`config.mk`:
```
export PLATFORM = sky130hd
export DESIGN_NAME = line_clear_scheduler
export DESIGN_NICKNAME = d
export VERILOG_FILES = /design/src/rtl/line_clear_scheduler.sv
export SDC_FILE = /design/constraint.sdc
export NUM_CORES = 1
export LEC_CHECK = 0
export ABC_AREA = 1
export BUFFER_PORTS_ARGS = -buffer_cell sky130_fd_sc_hd__buf_4
export CORE_AREA = 2 2 149 151
export CTS_CLUSTER_SIZE = 20
export DETAILED_ROUTE_END_ITERATION = 8
export DIE_AREA = 0 0 151 153
export PLACE_DENSITY_LB_ADDON = 0.25
export SLEW_MARGIN = 20
export SYNTH_ARGS = -nofsm -noshare
export SYNTH_HDL_FRONTEND = slang
export SYNTH_SLANG_ARGS = --single-unit
```
`constraint.sdc`:
```
create_clock -name clk_40M -period 16.9 [get_ports clk_40M]
set_input_delay 2.535 -clock clk_40M [delete_from_list [all_inputs] [get_ports clk_40M]]
set_output_delay 2.535 -clock clk_40M [all_outputs]
set_load 0.005 [all_outputs]
```
`src/rtl/line_clear_scheduler.sv`:
```
// Post-landing sequencer for the 10x10 game table: collapses full rows, inserts queued
// garbage rows, commits the table with one write strobe and emits attack pulses.
module line_clear_scheduler (
  input  logic         clk_40M,
  input  logic         rst,
  input  logic         start,
  input  logic [99:0]  table_in,
  input  logic         add_line,
  output logic         busy,
  output logic [99:0]  table_out,
  output logic         table_we,
  output logic         send_line,
  output logic         done,
  output logic [3:0]   pending,
  output logic [7:0]   lines_total,
  output logic         game_over
);

  typedef enum logic [2:0] {
    IDLE    = 3'd0,
    SCAN    = 3'd1,
    GARBAGE = 3'd2,
    COMMIT  = 3'd3,
    SEND    = 3'd4,
    DONE    = 3'd5
  } state_t;

  state_t      state_r, state_s;
  logic [99:0] work_r, work_s;
  logic [3:0]  row_ptr_r, row_ptr_s;
  logic [3:0]  clr_cnt_r, clr_cnt_s;
  logic [2:0]  send_cnt_r, send_cnt_s;
  logic        send_ph_r, send_ph_s;
  logic [3:0]  hole_r;
  logic [9:0]  full_s;
  logic        line_clr_s, pend_dec_s, overflow_s;

  // Rows 1..p drop by one row, row 0 is refilled with zeros, rows below p untouched.
  function automatic logic [99:0] collapse_rows(input logic [99:0] t, input logic [3:0] p);
    logic [99:0] res;
    res       = t;
    res[9:0]  = 10'd0;
    for (int r = 1; r < 10; r++) begin
      if (4'(r) <= p) res[r*10 +: 10] = t[(r-1)*10 +: 10];
      else            res[r*10 +: 10] = t[r*10 +: 10];
    end
    return res;
  endfunction

  function automatic logic [2:0] sends_for(input logic [3:0] c);
    case (c)
      4'd0, 4'd1: sends_for = 3'd0;
      4'd2:       sends_for = 3'd1;
      4'd3:       sends_for = 3'd2;
      default:    sends_for = 3'd4;
    endcase
  endfunction

  // Free-running garbage hole column, 0..9.
  always_ff @(posedge clk_40M or posedge rst) begin
    if (rst)                 hole_r <= 4'd0;
    else if (hole_r == 4'd9) hole_r <= 4'd0;
    else                     hole_r <= hole_r + 4'd1;
  end

  // Per-row full flags of the working table.
  always_comb begin
    for (int r = 0; r < 10; r++) full_s[r] = &work_r[r*10 +: 10];
  end

  // Next-state and working-table update.
  always_comb begin
    state_s    = state_r;
    work_s     = work_r;
    row_ptr_s  = row_ptr_r;
    clr_cnt_s  = clr_cnt_r;
    send_cnt_s = send_cnt_r;
    send_ph_s  = send_ph_r;
    line_clr_s = 1'b0;
    pend_dec_s = 1'b0;
    overflow_s = 1'b0;
    case (state_r)
      IDLE: begin
        if (start) begin
          work_s    = table_in;
          row_ptr_s = 4'd9;
          clr_cnt_s = 4'd0;
          state_s   = SCAN;
        end else begin
          state_s   = IDLE;
        end
      end
      SCAN: begin
        if (full_s[row_ptr_r]) begin
          work_s     = collapse_rows(work_r, row_ptr_r);
          clr_cnt_s  = clr_cnt_r + 4'd1;
          line_clr_s = 1'b1;
        end else if (row_ptr_r == 4'd0) begin
          state_s    = GARBAGE;
        end else begin
          row_ptr_s  = row_ptr_r - 4'd1;
        end
      end
      GARBAGE: begin
        if (pending != 4'd0) begin
          // Whatever sits in row 0 is pushed off the top and lost.
          work_s     = {~(10'd1 << hole_r), work_r[99:10]};
          pend_dec_s = 1'b1;
          overflow_s = |work_r[9:0];
        end else begin
          state_s    = COMMIT;
        end
      end
      COMMIT: begin
        send_cnt_s = sends_for(clr_cnt_r);
        send_ph_s  = 1'b0;
        if (sends_for(clr_cnt_r) != 3'd0) state_s = SEND;
        else                              state_s = DONE;
      end
      SEND: begin
        if (!send_ph_r) begin
          send_ph_s  = 1'b1;
        end else begin
          send_ph_s  = 1'b0;
          send_cnt_s = send_cnt_r - 3'd1;
          if (send_cnt_r == 3'd1) state_s = DONE;
          else                    state_s = SEND;
        end
      end
      DONE:    state_s = IDLE;
      default: state_s = IDLE;
    endcase
  end

  // Sequencer registers and outputs, all decoded from the next state.
  always_ff @(posedge clk_40M or posedge rst) begin
    if (rst) begin
      state_r    <= IDLE;
      work_r     <= 100'd0;
      row_ptr_r  <= 4'd0;
      clr_cnt_r  <= 4'd0;
      send_cnt_r <= 3'd0;
      send_ph_r  <= 1'b0;
      busy       <= 1'b0;
      table_we   <= 1'b0;
      table_out  <= 100'd0;
      send_line  <= 1'b0;
      done       <= 1'b0;
    end else begin
      state_r    <= state_s;
      work_r     <= work_s;
      row_ptr_r  <= row_ptr_s;
      clr_cnt_r  <= clr_cnt_s;
      send_cnt_r <= send_cnt_s;
      send_ph_r  <= send_ph_s;
      busy       <= (state_s != IDLE);
      table_we   <= (state_s == COMMIT);
      table_out  <= (state_s == COMMIT) ? work_s : table_out;
      send_line  <= (state_s == SEND) && !send_ph_s;
      done       <= (state_s == DONE);
    end
  end

  // Garbage queue: opponent increments, insertion decrements, both together hold.
  always_ff @(posedge clk_40M or posedge rst) begin
    if (rst) begin
      pending <= 4'd0;
    end else begin
      case ({add_line, pend_dec_s})
        2'b10:   pending <= (pending == 4'd15) ? pending : pending + 4'd1;
        2'b01:   pending <= pending - 4'd1;
        default: pending <= pending;
      endcase
    end
  end

  // Cleared-row statistics and sticky overflow flag.
  always_ff @(posedge clk_40M or posedge rst) begin
    if (rst) begin
      lines_total <= 8'd0;
      game_over   <= 1'b0;
    end else begin
      if (line_clr_s && (lines_total != 8'd255)) lines_total <= lines_total + 8'd1;
      else                                        lines_total <= lines_total;
      if (overflow_s) game_over <= 1'b1;
      else            game_over <= game_over;
    end
  end

endmodule

```
==> out/results.ini <==
[run_status]
outcome=finished, final reports clean

[flow_run]
cap_violations=0

[power]
power_w=0.00330
leakagePower_nw=7.64
cellPowerDensity_nw_per_um2=209
ir_drop_v=0.000120

[timing]
fin_crit_ps=4330
tns_ps=0
slew-limit-headroom_pct=24.1
tightest_slew_ps=1140
skew_ps=12.3
fin_crit_sh_pct=25.6
grt_setup_unrepaired=false
setup_viol=0
drv_slew=0
hold_violations=0
fmax_mhz=231

[place]
dp_hpwl_mm=26.9
dp.cells=2165
port_buffers=220
gp_routability_congestion=0.916

[detailed_routing]
drt-wirelength-per-cell_um=18.7
vias=13600
via_per_inst=6.15
drc=0
finalWirelength_mm=41.3
drt_iter0_drc=1455
antenna_left=0
dr.pass1.iters=6

[die]
die-area_um2=23100
core_area_um2=21500
ioPinCount=221
die_height_um=153
die_w_um=151
initial_utilization_pct=61.5
row_count=54

[layout]
num-fill-cells=1727
n_antenna_cell=0
drive_above_1_share_pct=15.9
fin_util_pct=73.4
nets=2033
syn_to_final_growth_pct=19.4
fin_cells=2213

[critical_path]
worst_setup_path_end_kind=asynchronous set/reset pin
cp_cell_sequence=buf_4 -> inv_8 -> buf_4 -> buf_4
critPathSlowestCell=buf_4
path_delay_family=buffers and inverters
critPathMaxStageDelay_ps=880
crit_fanout=119
path_buf_inv=4
path_depth=4
required_ps=17500
worstSetupStartpointType=input port
path_class=input port to asynchronous set/reset pin
cpMostUsedCell=buf_4
cp.arrival_ps=4930
reg2regPathDepth=11

[synth]
synth_edf_count=0
syn_area_per_cell_um2=7.52
syn_nets=1876
yosysSeqAreaShare_pct=44.7
synthCells=1756
synth_flop_cell=dfrtp_1
async_flop_share_pct=100
yosysUniqueCellTypes=46
synth_warnings=0
syn_area_um2=13200
ys_ff_latch=236

[global_routing]
grt_pass1_wl_mm=65.4
grt_pass1_vias=13100
grt_max_degree=120
antenna_found_initial=0
gr-total-overflow=0
grtUsageTotal_pct=35.1

[min_path]
hold_path.class=flip-flop to flip-flop
hold_depth=2

[clock_tree]
cts_resized=0
cts_buffer_depth=3
cts_root_buf=clkbuf_16
post_cts_buffers=0
cts_max_level=1
cts_buffers=26
clock_latency_ps=530
cts.sinks=236
cts_tree=yes
holdBufCountCts=0
path_clk_slew_ps=60

[path summary, 6_finish.rpt]
kind                                            from                          to  slack [ps]
setup / recovery                                 rst   table_out[46]$_DFFE_PP0N_       12570
hold / removal             table_out[21]$_DFFE_PP0N_   table_out[21]$_DFFE_PP0N_         480
setup reg to reg                state_r[1]$_DFF_PP0_   table_out[99]$_DFFE_PP0N_       13160
hold reg to reg            table_out[21]$_DFFE_PP0N_   table_out[21]$_DFFE_PP0N_         480
max in group clk_40M                           start        work_r[48]$_DFF_PP0_       12800
min in group asynchronous                        rst  lines_total[3]$_DFFE_PP0P_        2180
[worst reg2reg max path, stage by stage (launching register included)]
cell,delay (ps)
dfrtp_1,450
nand2_1,110
inv_1,70
nor2_4,700
buf_4,930
nand2_2,370
nor2_4,350
a21oi_1,70
a221oi_1,350
nand2_1,90
nand3_1,90
nand2_1,60
[power by group]
| group | switching (W) | internal (W) |
|---|---|---|
| Combinational | 0.00103 | 0.000624 |
| Sequential | 0.000240 | 0.000824 |
| Clock | 0.000236 | 0.000349 |
| Total | 0.00151 | 0.00180 |
[metal layers]
layer,vias up,GRT usage (%),wire length (um)
met2,868,55.4,19100
met1,6379,48.4,16300
met5,-,0,0
met3,146,5.13,4180
met4,0,15.2,1770
li1,6227,-,-
[through the flow]
stage          worst slack (ps)  area, um2  hold WS (ps)
2_1_floorplan              7890      13200           444
3_3_place_gp              12000      14900           459
3_5_place_dp              11950      14900           464
4_1_cts                   12500      15800           483
5_1_grt                   12250      15800           501
6_report                  12570      15800           485
[synthesized netlist by cell type, types with 13 or more instances]
master,instances,area (um2)
inv_1,135,507
a221oi_1,40,350
ha_1,15,188
a21boi_0,19,143
nand2_1,480,1800
nor2_1,112,420
o21ai_0,177,886
dfrtp_1,236,5910
nand4_1,13,81.3
o211ai_1,69,518
clkbuf_1,64,240
nand3_1,160,801
a21oi_1,115,576
buf_2,24,120
[kinds of logic (layout without fill, tap and decap cells)]
logic type      Yosys count  in the layout  synth area share, %
xor+xnor                 12             12                0.796
buf+inv                 249            426                 7.46
fa+ha+maj                16             16                 1.57
mux                       1              1               0.0758
flops                   236            236                 44.7
compound gates          451            451                 20.5
simple gates            791            791                 24.9
[cell type report]
type	instances	area [um2]	area share, %
Multi-Input combinational cell	1271	6340	40.2
Clock inverter	9	98.8	0.627
Inverter	147	566	3.58
Clock buffer	39	781	4.95
Timing Repair Buffer	231	1730	11.0
Tap cell	280	350	2.22
Sequential cell	236	5910	37.4
[state kept, by name, summed over array words and instances (netlist names)]
| name | count |
|---|---|
| game_over | 1 |
| send_line | 1 |
| table_out | 100 |
| table_we | 1 |
| clr_cnt_r | 4 |
| state_r | 3 |
| hole_r | 4 |
| send_ph_r | 1 |
| row_ptr_r | 4 |
| send_cnt_r | 3 |
| work_r | 100 |
| lines_total | 8 |
| done | 1 |
| pending | 4 |
| busy | 1 |
[cells in the final DEF, fill, tap and decap left out, types with 3 or more instances in the layout]
master	netlist	final
a221oi_1	40	40
nand2_2	7	7
a21oi_1	115	114
buf_4	3	231
clkbuf_1	64	6
nor4_1	3	3
a22oi_1	7	7
o211ai_1	69	69
nor2_2	5	5
xor2_1	10	10
clkbuf_16	0	27
a21boi_1	3	3
nor2_1	112	111
dfrtp_1	236	236
o21ai_0	177	177
inv_1	135	134
nand3_1	160	160
nand2_1	480	480
a21boi_0	19	19
nor2_4	2	3
nand4_1	13	13
ha_1	15	15
clkbuf_8	0	6
clkinv_2	0	7
o21bai_1	7	7
a211oi_1	4	4
inv_2	10	8
No activity file was read; power rests on OpenSTA's default activity.
